===== src/rtl/multu_hilo.sv =====
// multu_hilo -- sequential unsigned shift-add multiplier with HI/LO result
// registers. It takes its function code and operand-load pulse from the ALU
// control stage. It runs MULTU over WIDTH clock iterations and holds the
// 2*WIDTH-bit product until the HI/LO-write code commits it. It also serves
// MFHI/MFLO reads to the result mux.
//
// Handshake: a load is the function code MULTU together with mulreset=1.
// busy is high for exactly the WIDTH iteration edges that follow the last
// load edge. done is high from then until a HILO_WR edge commits the
// product. HILO_WR has no effect unless done is high.
//
// Ports:
//   clk       system clock, rising edge
//   reset     asynchronous, active-low; clears all state
//   Signal    6-bit function code from ALU control
//   mulreset  operand-load request (active-high)
//   dataA     multiplicand
//   dataB     multiplier
//   dataOut   HI (MFHI) / LO (MFLO) read data, 0 for any other code
//   busy      iteration sequence in progress
//   done      finished product waiting for HILO_WR
//   dbg_state current FSM state (0 IDLE, 1 RUN, 2 DONE)
module multu_hilo #(
  parameter int          WIDTH   = 32,
  parameter logic [5:0]  MULTU   = 6'b011001,
  parameter logic [5:0]  MFHI    = 6'b010000,
  parameter logic [5:0]  MFLO    = 6'b010010,
  parameter logic [5:0]  HILO_WR = 6'b111111
) (
  input  logic             clk,
  input  logic             reset,
  input  logic [5:0]       Signal,
  input  logic             mulreset,
  input  logic [WIDTH-1:0] dataA,
  input  logic [WIDTH-1:0] dataB,
  output logic [WIDTH-1:0] dataOut,
  output logic             busy,
  output logic             done,
  output logic [1:0]       dbg_state
);

  localparam int CW = $clog2(WIDTH) + 1;

  typedef enum logic [1:0] {
    S_IDLE = 2'd0,
    S_RUN  = 2'd1,
    S_DONE = 2'd2
  } state_t;

  state_t             state, state_nxt;
  logic [2*WIDTH-1:0] p;
  logic [WIDTH-1:0]   m;
  logic [CW-1:0]      cnt;
  logic [WIDTH-1:0]   hi, lo;

  logic               load, iter, last_iter, commit;
  logic [WIDTH:0]     sum;
  logic [2*WIDTH-1:0] p_shift;

  // A load wins over everything, including an iteration in progress.
  assign load      = (Signal == MULTU) && mulreset;
  assign iter      = (state == S_RUN) && !mulreset;
  assign last_iter = iter && (cnt == CW'(WIDTH - 1));
  assign commit    = (state == S_DONE) && (Signal == HILO_WR) && !load;

  // Add the multiplicand into the upper half when the current multiplier bit
  // is set. The sum is kept at WIDTH+1 bits so that its carry shifts into
  // the top of P and is not lost.
  always_comb begin
    sum     = {1'b0, p[2*WIDTH-1:WIDTH]} + (p[0] ? {1'b0, m} : '0);
    p_shift = {sum, p[WIDTH-1:1]};
  end

  always_ff @(posedge clk or negedge reset) begin
    if (!reset) state <= S_IDLE;
    else        state <= state_nxt;
  end

  always_comb begin
    state_nxt = state;
    if (load) begin
      state_nxt = S_RUN;
    end else begin
      case (state)
        S_RUN:   if (last_iter) state_nxt = S_DONE;
        S_DONE:  if (Signal == HILO_WR) state_nxt = S_IDLE;
        default: state_nxt = state;
      endcase
    end
  end

  always_ff @(posedge clk or negedge reset) begin
    if (!reset) begin
      p   <= '0;
      m   <= '0;
      cnt <= '0;
      hi  <= '0;
      lo  <= '0;
    end else begin
      if (load) begin
        p   <= {{WIDTH{1'b0}}, dataB};
        m   <= dataA;
        cnt <= '0;
      end else if (iter) begin
        p   <= p_shift;
        cnt <= cnt + CW'(1);
      end
      if (commit) begin
        hi <= p[2*WIDTH-1:WIDTH];
        lo <= p[WIDTH-1:0];
      end
    end
  end

  assign busy      = (state == S_RUN);
  assign done      = (state == S_DONE);
  assign dbg_state = state;

  always_comb begin
    dataOut = '0;
    if (Signal == MFHI)      dataOut = hi;
    else if (Signal == MFLO) dataOut = lo;
  end

endmodule


===== config.mk =====
export PLATFORM = sky130hd
export DESIGN_NAME = multu_hilo
export DESIGN_NICKNAME = d
export VERILOG_FILES = /design/src/rtl/multu_hilo.sv
export SDC_FILE = /design/constraint.sdc
export NUM_CORES = 1
export LEC_CHECK = 0
export ABC_AREA = 1
export BUFFER_PORTS_ARGS = -buffer_cell sky130_fd_sc_hd__buf_2
export CAP_MARGIN = 15
export CORE_MARGIN = 2
export CORE_UTILIZATION = 51
export DETAILED_ROUTE_END_ITERATION = 8
export GPL_ROUTABILITY_DRIVEN = 0
export GPL_TIMING_DRIVEN = 0
export PLACE_DENSITY = 0.71
export SLEW_MARGIN = 20
export SYNTH_ARGS = -nofsm -noshare
export SYNTH_HDL_FRONTEND = slang
export SYNTH_SLANG_ARGS = --single-unit
export TNS_END_PERCENT = 10

===== constraint.sdc =====
create_clock -name clk -period 2.6 [get_ports clk]
set_clock_uncertainty 0.2 [all_clocks]
set_input_delay 0.26 -clock clk [delete_from_list [all_inputs] [get_ports clk]]
set_output_delay 0.26 -clock clk [all_outputs]
set_load 0.005 [all_outputs]

Word level (Yosys, flattened, before mapping):

Cells that the tools add are included.

* $add $sub $neg: 2
* multiply operators: 0
* divide/modulo/power cells: 0
* $lt $le $gt $ge: 0
* equality and inequality tests: 9
* shifts and indexed selects: 0
* muxes and demuxes: 11
* bitwise gates (word level): 0
* reduce and logical (&&, ||, !) cells: 10

Operator list (count)
* $mux W64: 2
* $mux W32: 3
* $add A32 B32 Y33: 1
* $eq A6 B5 Y1 const B: 4
* $mux W6: 2
* $add A6 B1 Y6 const B: 1
* $eq A6 B6 Y1 const B: 1
* $mux W2: 3
* $ne A3 B1 Y1 const B: 2
* $logic_and A1 B1 Y1: 5
* $pmux W2 S2: 1
* $reduce_and A3 Y1: 1
* $reduce_bool A3 Y1: 1
* $eq A2 B1 Y1 const B: 1
* $eq A2 B2 Y1 const B: 1
* $logic_not A1 Y1: 2
* $reduce_bool A2 Y1: 1

* bits in registers: 168
* latch bits: 0
* bits in writable memories: 0
* bits in read-only memories: 0
* output and inout port bits: 36
* logic and storage cells: 38
* memories: 0

Depth between registers and ports, before layout:

Gate-level depths: netlist of run 1.

* word-level depth: 6
* gate-level depth with buffers: 16
* gate-level depth less buffers: 15

Worst setup path before layout of run 1:

Ideal clock, no wire load.

* path type: register to register
* start: register p[0]
* end: register p[55]
* setup time: 0.118 ns
* arrival: 2.004 ns
* data required time: 2.282 ns
* path slack: 0.278 ns
* cell stages (with the launch flop): 16
* clock period less this slack: 2.322 ns
* cell sequence: dfrtp_1 > clkbuf_1 > clkbuf_1 > nand2_1 > inv_1 > fa_1 > nand3_1 > nand3_1 > nand2_1 > nand2_1 > nand2_1 > nand2_1 > nand2_1 > nand3_1 > nand3_1 > nand2_1

* longest elaborated chain between the ends: 4

RTL lines
* start: declaration: RTL line 51 `logic [2*WIDTH-1:0] p;`
* start signal: assignment: RTL line 101 `p <= {{WIDTH{1'b0}}, dataB};`
* start signal: assignment: RTL line 105 `p <= p_shift;`
* $mux W32: RTL line 70 `sum = {1'b0, p[2*WIDTH-1:WIDTH]} + (p[0] ? {1'b0, m} : '0);`
* $add A32 B32 Y33: RTL line 70
* $mux W64: RTL line 104 `end else if (iter) begin`
* $mux W64: RTL line 100 `if (load) begin`

Every way passes these cells. The select of a mux whose other input is x is not followed.
A chain may end at the register's enable or synchronous reset.

Worst setup path after layout of run 1:

* start: register p[0]
* end: register p[56]

Same word-level chain as after synthesis.

==> results.py, run 1 <==
metrics = {
    "status": {
        "status": "finished, final reports clean",
    },
    "setup_path": {
        "cp_data_arrival_time_ps": 2620,
        "max_stage_delay_ps": 490,
        "end_kind": "flip-flop",
        "crit_chain": "buf_4, nand2_1, inv_1, ha_2, nand2_2, nor2_1, nand3_1, nand3_1, nand2_1, nand3_1, nand2_1, nand3_1, nand2_1",
        "startpoint": "p[0]",
        "crit_path_top_delay_cell": "dfrtp_2",
        "r2r_start": "p[0]",
        "start_kind": "flip-flop",
        "path_class": "reg2reg",
        "required_ps": 2720,
        "crit_fanout": 10,
    },
    "die": {
        "design.core.area_mm2": 0.0186,
        "dieHeight_um": 141,
        "die_area_mm2": 0.0199,
        "num_io_pins": 109,
        "rows": 50,
        "die_w_um": 141,
        "initial_core_util_pct": 51.6,
    },
    "yosys": {
        "synth_seq_cells": 168,
        "yosysWarnings": 0,
        "seq_area_frac_synth_pct": 43.9,
        "syn-cell-area_mm2": 0.00958,
        "syn-num-nets": 1486,
        "postSynthAreaPerCell_um2": 6.96,
        "synthCells": 1377,
        "ys_types": 28,
    },
    "timing": {
        "slew_headroom_pct": 52.9,
        "final_max_slew_viol_count": 0,
        "max_freq_mhz": 400,
        "min_period_ps": 2500,
        "setup_viol": 0,
        "hold_violations": 0,
        "rsz0062_at_grt": "yes",
        "fin_ws_ps": 99.9,
        "min_period_over_period_pct": 96.2,
        "setup_tns_ps": 0,
        "tightest_slew_ps": 706,
        "hold_ws_ps": 126,
    },
    "global_routing": {
        "grt_pass1_wl_um": 43400,
        "grt_pass1_vias": 8809,
        "grt.total_usage_pct": 27.7,
        "overflow": 0,
        "grt_max_degree": 99,
        "antenna_found_initial": 0,
    },
    "clock_network": {
        "clock_path_buffers": 2,
        "clock_latency_ps": 440,
        "h-tree-depth": 4,
        "cts_root_buffer": "clkbuf_16",
        "clkSinkCount": 168,
        "cts_tree": "built",
        "clk_pin_slew_ps": 70,
        "cts_made_buffers": 17,
    },
    "detailed_routing": {
        "ant_nets": 0,
        "wl_per_cell_um": 15.0,
        "drc": 0,
        "drt_iter0_drc": 725,
        "wirelength_um": 27300,
        "viasPerCell": 5.11,
        "vias": 9292,
        "dr.pass1.iters": 7,
    },
    "min_path": {
        "min_from": "mulreset",
        "min_path_type": "in2reg",
    },
    "cells_and_area": {
        "antenna_cells": 0,
        "stdcell_count": 1818,
        "final_cell_mix": "nand2_1 (566), inv_1 (226), dfrtp_1 (167)",
        "areaGrowthSynthToFinish_pct": 25.4,
        "fin_util_pct": 64.7,
        "final_area_mm2": 0.0120,
        "mostFrequentLayoutCell": "nand2_1",
        "drive_gt1_share_pct": 14.8,
        "finalNetCount": 1680,
    },
    "job": {
        "maxCapViolations": 0,
    },
    "power_and_ir_drop": {
        "p_per_area_mw_per_mm2": 690,
        "vdd_drop_max_uv": 361,
        "leakage_nw": 6.82,
        "power_mw": 8.30,
    },
    "placed_design": {
        "dp_hpwl_um": 19500,
        "placed_cells": 1720,
        "port_buffers": 108,
        "placed_area_mm2": 0.0105,
        "dpl_worst_slack_ps": -419,
    },
}
==> layout make-up <==
class,instances,area (µm²)
clock inverter,14,188
fill,1691,6560
clock buffer,18,429
inverter,229,860
timing repair buffer,176,1240
sequential,168,4210
tap,234,293
multi-input combinational,933,4540
buffer,46,263
==> path summary, 6_finish.rpt <==
kind,to,slack (ps),cells past startpoint
setup / recovery,p[56],100,13
hold / removal,p[32],130,3
setup reg to reg,p[56],100,13
hold reg to reg,m[11],280,2
max in group asynchronous,m[24],1170,3
min in group asynchronous,p[6],170,2
==> per-layer routing <==
layer  up-vias  global-route usage (%)  part of all wire [%]
li1       4641                       -                     -
met1      4222                    38.0                    45
met2       370                    44.3                    46
met3        59                    3.97                   6.5
met4         0                    11.7                   3.1
met5         -                       0                     0
==> logic make-up after synthesis <==
logic type | synth area share (%)
AND/OR/NAND/NOR | 29.8
buffers and inverters | 11.6
AO/OA/AOI/OAI | 9.78
flip-flops | 43.9
adder cells (fa/ha/maj) | 4.78
XOR/XNOR | 0.183
==> power by group <==
| part | leakage, nW | total (mW) | switching [mW] | internal, mW |
|---|---|---|---|---|
| sequential | 2.06 | 3.77 | 0.417 | 3.36 |
| combinational | 4.45 | 1.82 | 1.07 | 0.754 |
| clock | 0.304 | 2.70 | 1.16 | 1.54 |
==> Yosys cell counts, drive strengths merged <==
cell	number	area [µm²]
nand2	583	2190
clkbuf	21	78.8
inv	229	860
o21ai	87	435
a31oi	3	18.8
nand3	65	325
o211ai	8	60.1
xnor2	2	17.5
nand4	8	50.1
ha	35	438
o21bai	4	30.0
buf	26	176
nor2	56	218
a21oi	35	175
dfrtp	168	4200
fa	1	20.0
nor3	9	50.1
a22o	2	17.5
o22ai	32	200
and2	2	12.5
or2	1	6.26
==> flip-flops by register name (all words and copies together), names as in the netlist <==
register   flops
lo            32
dbg_state      2
m             32
p             64
cnt            6
hi            32
==> what timing repair did <==
action	in CTS	in global routing
pin swaps	0	1
endpoints found under the hold margin	134	0
buffers inserted	1	1
cloned	0	0
resized for setup	12	63
setup endpoints to repair	28	20
hold buffers	65	0
==> critical path, delay by kind of cell, from the launching register on <==
| family | cells | cell delay, ps |
|---|---|---|
| simple gates | 10 | 1060 |
| flops | 1 | 490 |
| fa+ha+maj | 1 | 390 |
| buf+inv | 2 | 240 |
No activity file was read; power rests on OpenSTA's default activity.
==> run 2: changes to the inputs <==
--- a/config.mk
+++ b/config.mk
@@ -6,14 +6,14 @@
 export NUM_CORES = 1
 export LEC_CHECK = 0
 export ABC_AREA = 1
-export BUFFER_PORTS_ARGS = -buffer_cell sky130_fd_sc_hd__buf_2
 export CAP_MARGIN = 15
 export CORE_MARGIN = 2
 export CORE_UTILIZATION = 51
 export DETAILED_ROUTE_END_ITERATION = 8
+export DONT_BUFFER_PORTS = 1
 export GPL_ROUTABILITY_DRIVEN = 0
 export GPL_TIMING_DRIVEN = 0
-export PLACE_DENSITY = 0.71
+export PLACE_DENSITY = 0.66
 export SLEW_MARGIN = 20
 export SYNTH_ARGS = -nofsm -noshare
 export SYNTH_HDL_FRONTEND = slang
==> results.py, run 2 (same netlist as run 1, synthesis figures left out) <==
metrics = {
    "status": {
        "status": "finished, violations left",
        "violations": "hold timing",
    },
    "cells_and_area": {
        "final_cell_mix": "nand2_1 (569), inv_1 (225), dfrtp_1 (167)",
        "drive_gt1_share_pct": 8.60,
        "mostFrequentLayoutCell": "nand2_1",
        "areaGrowthSynthToFinish_pct": 19.7,
        "largest_reg_flops": 64,
        "finalNetCount": 1572,
        "final_area_mm2": 0.0115,
        "top_register": "p",
        "antenna_cells": 0,
        "stdcell_count": 1710,
    },
    "timing": {
        "hold_ws_ps": -696,
        "hold_violations": 168,
        "min_period_ps": 2490,
        "slew_headroom_pct": 52.3,
        "rsz0062_at_grt": "yes",
        "final_max_slew_viol_count": 0,
        "setup_viol": 0,
        "max_freq_mhz": 402,
        "setup_tns_ps": 0,
        "tightest_slew_ps": 715,
        "min_period_over_period_pct": 95.6,
    },
    "detailed_routing": {
        "dr.pass1.iters": 5,
        "ant_nets": 0,
        "wl_per_cell_um": 15.6,
        "viasPerCell": 5.13,
        "vias": 8769,
        "drt_iter0_drc": 578,
        "wirelength_um": 26700,
        "drc": 0,
    },
    "setup_path": {
        "start_kind": "flip-flop",
        "required_ps": 2720,
        "cpMostUsedCell": "nand2_1",
        "end_kind": "flip-flop",
        "path_delay_family": "simple AND/OR/NAND/NOR gates",
        "path_class": "reg2reg",
        "cp_data_arrival_time_ps": 2610,
        "crit_path_top_delay_cell": "dfrtp_2",
        "max_stage_delay_ps": 520,
        "cp.buffers_inverters": 1,
        "crit_chain": "nand2_1, inv_1, ha_2, fa_2, nand3_1, nand3_2, nand2_1, nand2_1, nand2_2, nand2_2, nand2_1, nand3_1, nand3_1, nand2_1",
        "crit_fanout": 7,
    },
    "global_routing": {
        "grt_max_degree": 169,
        "grt.total_usage_pct": 27.7,
        "overflow": 0,
        "grt_pass1_wl_um": 43000,
        "antenna_found_initial": 0,
        "grt_pass1_vias": 8371,
    },
    "die": {
        "rows": 50,
        "die_w_um": 141,
        "dieHeight_um": 141,
        "die_area_mm2": 0.0199,
        "initial_core_util_pct": 51.6,
        "design.core.area_mm2": 0.0186,
        "num_io_pins": 109,
    },
    "placed_design": {
        "dp_hpwl_um": 19500,
        "port_buffers": 0,
        "placed_cells": 1611,
        "placed_area_mm2": 0.00988,
    },
    "clock_network": {
        "clock_path_buffers": 2,
        "cts_hold_buf": 65,
        "clkSinkCount": 168,
        "h-tree-depth": 4,
        "cts_root_buffer": "clkbuf_16",
        "cts_made_buffers": 17,
        "cts_tree": "built",
        "clk_pin_slew_ps": 80,
        "clock_latency_ps": 440,
    },
    "power_and_ir_drop": {
        "leakage_nw": 6.29,
        "p_per_area_mw_per_mm2": 699,
        "vdd_drop_max_uv": 456,
        "power_mw": 8.01,
    },
    "job": {
        "maxCapViolations": 0,
    },
    "min_path": {
        "min_path_type": "in2async",
    },
}
[run 2: cell types whose count changed in the layout (fill, tap and decap cells not counted), sizes merged]
cell    previous run  this run
inv              235       238
buf              139        32
clkbuf            36        35
bufinv             3         0
[run 2: worst paths after layout]
| kind | startpoint | end | slack (ps) | cells past startpoint |
|---|---|---|---|---|
| worst min register to register | m[13] | m[13] | 280 | 2 |
| worst max register to register | p[0] | p[55] | 110 | 14 |
| max in group asynchronous | reset | m[11] | 2590 | 0 |
| min in group clk | Signal[5] | dbg_state[0] | 80 | 5 |
| worst max-delay path | p[0] | p[55] | 110 | 14 |
| worst min-delay path | reset | lo[7] | -700 | 0 |
[run 2: layer usage]
| metal | GRT usage, % | up-vias | wire [µm] | share of wire (%) |
|---|---|---|---|---|
| li1 | - | 4428 | - | - |
| met1 | 39.8 | 4080 | 12600 | 47 |
| met2 | 44.6 | 238 | 12400 | 46 |
| met3 | 3.63 | 23 | 1330 | 5.0 |
| met4 | 6.95 | 0 | 343 | 1.3 |
| met5 | 0 | - | 0 | 0 |
[run 2: worst register-to-register path, cell delays in order (launching register included)]
cell     delay, ps
dfrtp_2        520
nand2_1        110
inv_1           50
ha_2           210
fa_2           380
nand3_1        110
nand3_2        120
nand2_1         90
nand2_1        110
nand2_2         90
nand2_2         80
nand2_1        100
nand3_1         80
nand3_1         90
nand2_1         50
[run 2: what timing repair did]
action | CTS | global route
pin swaps | 0 | 3
hold endpoints to repair | 234 | 168
gates resized for setup | 12 | 72
buffers inserted | 0 | 3
endpoints found under the setup margin | 28 | 21
[run 2: power breakdown]
group          switching, mW  internal, mW  total, mW
sequential             0.428          3.36       3.78
clock                   1.23          1.31       2.55
combinational          0.973         0.710       1.68
[run 2: area by class of cell]
cell class,count,area (µm²)
Inverter,229,860
Multi-Input combinational cell,933,4580
Buffer,46,274
Sequential cell,168,4210
Clock inverter,14,151
Timing Repair Buffer,68,673
Tap cell,234,293
Clock buffer,18,439
Fill cell,1692,7110
[run 2: metrics by stage]
| step | setup WS [ps] | util (%) | hold WS, ps |
|---|---|---|---|
| 5_1_grt | -21.1 | 61.8 | -707 |
| 4_1_cts | 3.82 | 60.0 | -704 |
| 6_report | 114 | 61.8 | -696 |
| 3_5_place_dp | -473 | 53.2 | -232 |
| 2_1_floorplan | 278 | - | -236 |
| 3_3_place_gp | -389 | 53.2 | -231 |
==> run 3: changes to the inputs <==
--- a/config.mk
+++ b/config.mk
@@ -7,7 +7,6 @@
 export LEC_CHECK = 0
 export ABC_AREA = 1
 export CAP_MARGIN = 15
-export CORE_MARGIN = 2
 export CORE_UTILIZATION = 51
 export DETAILED_ROUTE_END_ITERATION = 8
 export DONT_BUFFER_PORTS = 1
==> results.py, run 3 (same netlist as run 1, synthesis figures left out) <==
metrics = {
    "status": {
        "status": "finished, violations left",
        "violations": "DRC, hold timing",
    },
    "power_and_ir_drop": {
        "p_switching_mw": 2.58,
        "leakage_nw": 6.30,
        "vdd_drop_max_uv": 471,
        "p_per_area_mw_per_mm2": 696,
        "p_int_mw": 5.35,
        "p_sw_share_pct": 32.6,
        "power_mw": 7.94,
        "p_clk_share_pct": 31.3,
        "power_frac_comb_pct": 21.1,
        "seqPwrFrac_pct": 47.6,
    },
    "cells_and_area": {
        "mostFrequentLayoutCell": "nand2_1",
        "final_area_mm2": 0.0114,
        "antenna_cells": 0,
        "top_register": "p",
        "finalNetCount": 1574,
        "largest_reg_flops": 64,
        "areaGrowthSynthToFinish_pct": 19.0,
        "stdcell_count": 1706,
        "drive_gt1_share_pct": 8.12,
        "final_cell_mix": "nand2_1 (571), inv_1 (226), dfrtp_1 (167)",
    },
    "clock_network": {
        "h-tree-depth": 4,
        "cts_root_buffer": "clkbuf_16",
        "clock_latency_ps": 440,
        "cts_tree": "built",
        "cts_made_buffers": 17,
        "clk_pin_slew_ps": 70,
        "cts_hold_buf": 65,
        "clock_path_buffers": 2,
        "clkSinkCount": 168,
    },
    "detailed_routing": {
        "dr.pass1.iters": 9,
        "wl_met2_um": 12100,
        "highest_layer": "met5",
        "drc": 13,
        "wirelength_um": 26400,
        "drt_iter0_drc": 618,
        "ant_nets": 0,
        "dr_wl_met3_um": 1610,
        "vias": 8739,
        "met1Wirelength_um": 12100,
        "wl_per_cell_um": 15.5,
        "viasPerCell": 5.12,
    },
    "setup_path": {
        "critPathCapture": "p[58]",
        "required_ps": 2730,
        "worst-path-stages": 14,
        "max_stage_delay_ps": 510,
        "start_kind": "flip-flop",
        "crit_path_top_delay_cell": "dfrtp_2",
        "crit_fanout": 10,
        "path_delay_family": "simple AND/OR/NAND/NOR gates",
        "cp.buffers_inverters": 3,
        "r2r_start": "p[0]",
        "r2r_cells": 14,
        "end_kind": "flip-flop",
        "path_class": "reg2reg",
        "startpoint": "p[0]",
        "crit_chain": "buf_6, nand2_1, inv_1, ha_4, nand2_1, inv_1, nand2_1, nor3_4, and2_1, nand2_1, nand2_1, nand2_1, nand3_1, nand2_1",
        "cp_data_arrival_time_ps": 2630,
        "cpMostUsedCell": "nand2_1",
        "r2r_slack_ps": 110,
        "r2r_end": "p[58]",
    },
    "global_routing": {
        "overflow": 0,
        "grt_pass1_wl_um": 42700,
        "grt_max_degree": 169,
        "grt_pass1_vias": 8415,
        "antenna_found_initial": 1,
        "grt.total_usage_pct": 28.3,
    },
    "die": {
        "design.core.area_mm2": 0.0182,
        "dieHeight_um": 139,
        "initial_core_util_pct": 52.6,
        "num_io_pins": 109,
        "die_w_um": 139,
        "die_area_mm2": 0.0193,
        "rows": 49,
    },
    "placed_design": {
        "placed_cells": 1606,
        "dp_hpwl_um": 19400,
        "port_buffers": 0,
        "placed_area_mm2": 0.00987,
    },
    "timing": {
        "tightest_slew_ps": 690,
        "rsz0062_at_grt": "yes",
        "min_period_ps": 2490,
        "min_period_over_period_pct": 96.0,
        "hold_ws_ps": -693,
        "setup_viol": 0,
        "max_freq_mhz": 401,
        "final_max_slew_viol_count": 0,
        "hold_violations": 168,
        "slew_headroom_pct": 54.0,
    },
    "min_path": {
        "min_path_type": "in2async",
    },
    "job": {
        "maxCapViolations": 0,
    },
}
run 3: layout make-up:
| type | instances | area [µm²] |
|---|---|---|
| fillers | 1658 | 6800 |
| multi-input cells | 933 | 4530 |
| flip-flops and latches | 168 | 4210 |
| inverters | 229 | 860 |
| repair buffers | 70 | 688 |
| clock buffers | 18 | 439 |
| well taps | 229 | 287 |
| plain buffers | 46 | 270 |
| clock inverters | 13 | 129 |
run 3: timing repair:
item                       CTS  global route
setup buffers                0             5
cloned                       0             0
resized for setup            9            63
pin swaps                    0             3
hold endpoints to repair   235           168
setup endpoints to repair   28            22
run 3: worst min-delay path by stage:
| stage | slack, ps | from | cells after the start | to |
|---|---|---|---|---|
| 6_report | -690 | reset | 0 | lo[7] |
| 5_1_grt | -700 | reset | 0 | lo[7] |
| 4_1_cts | -700 | reset | 0 | lo[6] |
| 3_5_place_dp | -230 | reset | 0 | lo[7] |
| 3_3_place_gp | -230 | reset | 0 | lo[7] |
| 2_1_floorplan | -240 | reset | 0 | cnt[0] |
run 3: power by group through the flow:
stage	logic, mW	registers [mW]	clock network [mW]
6_report	1.67	3.78	2.48
3_5_place_dp	1.48	3.77	0
5_1_grt	1.92	3.86	2.61
4_1_cts	1.56	3.76	2.51
3_3_place_gp	1.43	3.75	0
2_1_floorplan	1.15	3.66	0
run 3: metal layers:
| metal | track usage (%) | vias to the layer above |
|---|---|---|
| met5 | 0 | - |
| met4 | 8.95 | 2 |
| met3 | 4.80 | 41 |
| met2 | 45.7 | 270 |
| met1 | 38.9 | 4002 |
| li1 | - | 4424 |
run 3: metrics by stage:
| stage | setup WS (ps) | util (%) | hold slack [ps] | setup TNS [ps] |
|---|---|---|---|---|
| 2_1_floorplan | 278 | - | -236 | 0 |
| 3_3_place_gp | -405 | 54.2 | -232 | -6020 |
| 3_5_place_dp | -467 | 54.2 | -231 | -7280 |
| 4_1_cts | 3.31 | 61.0 | -696 | 0 |
| 5_1_grt | -17.8 | 62.7 | -703 | -48.8 |
| 6_report | 105 | 62.7 | -693 | 0 |
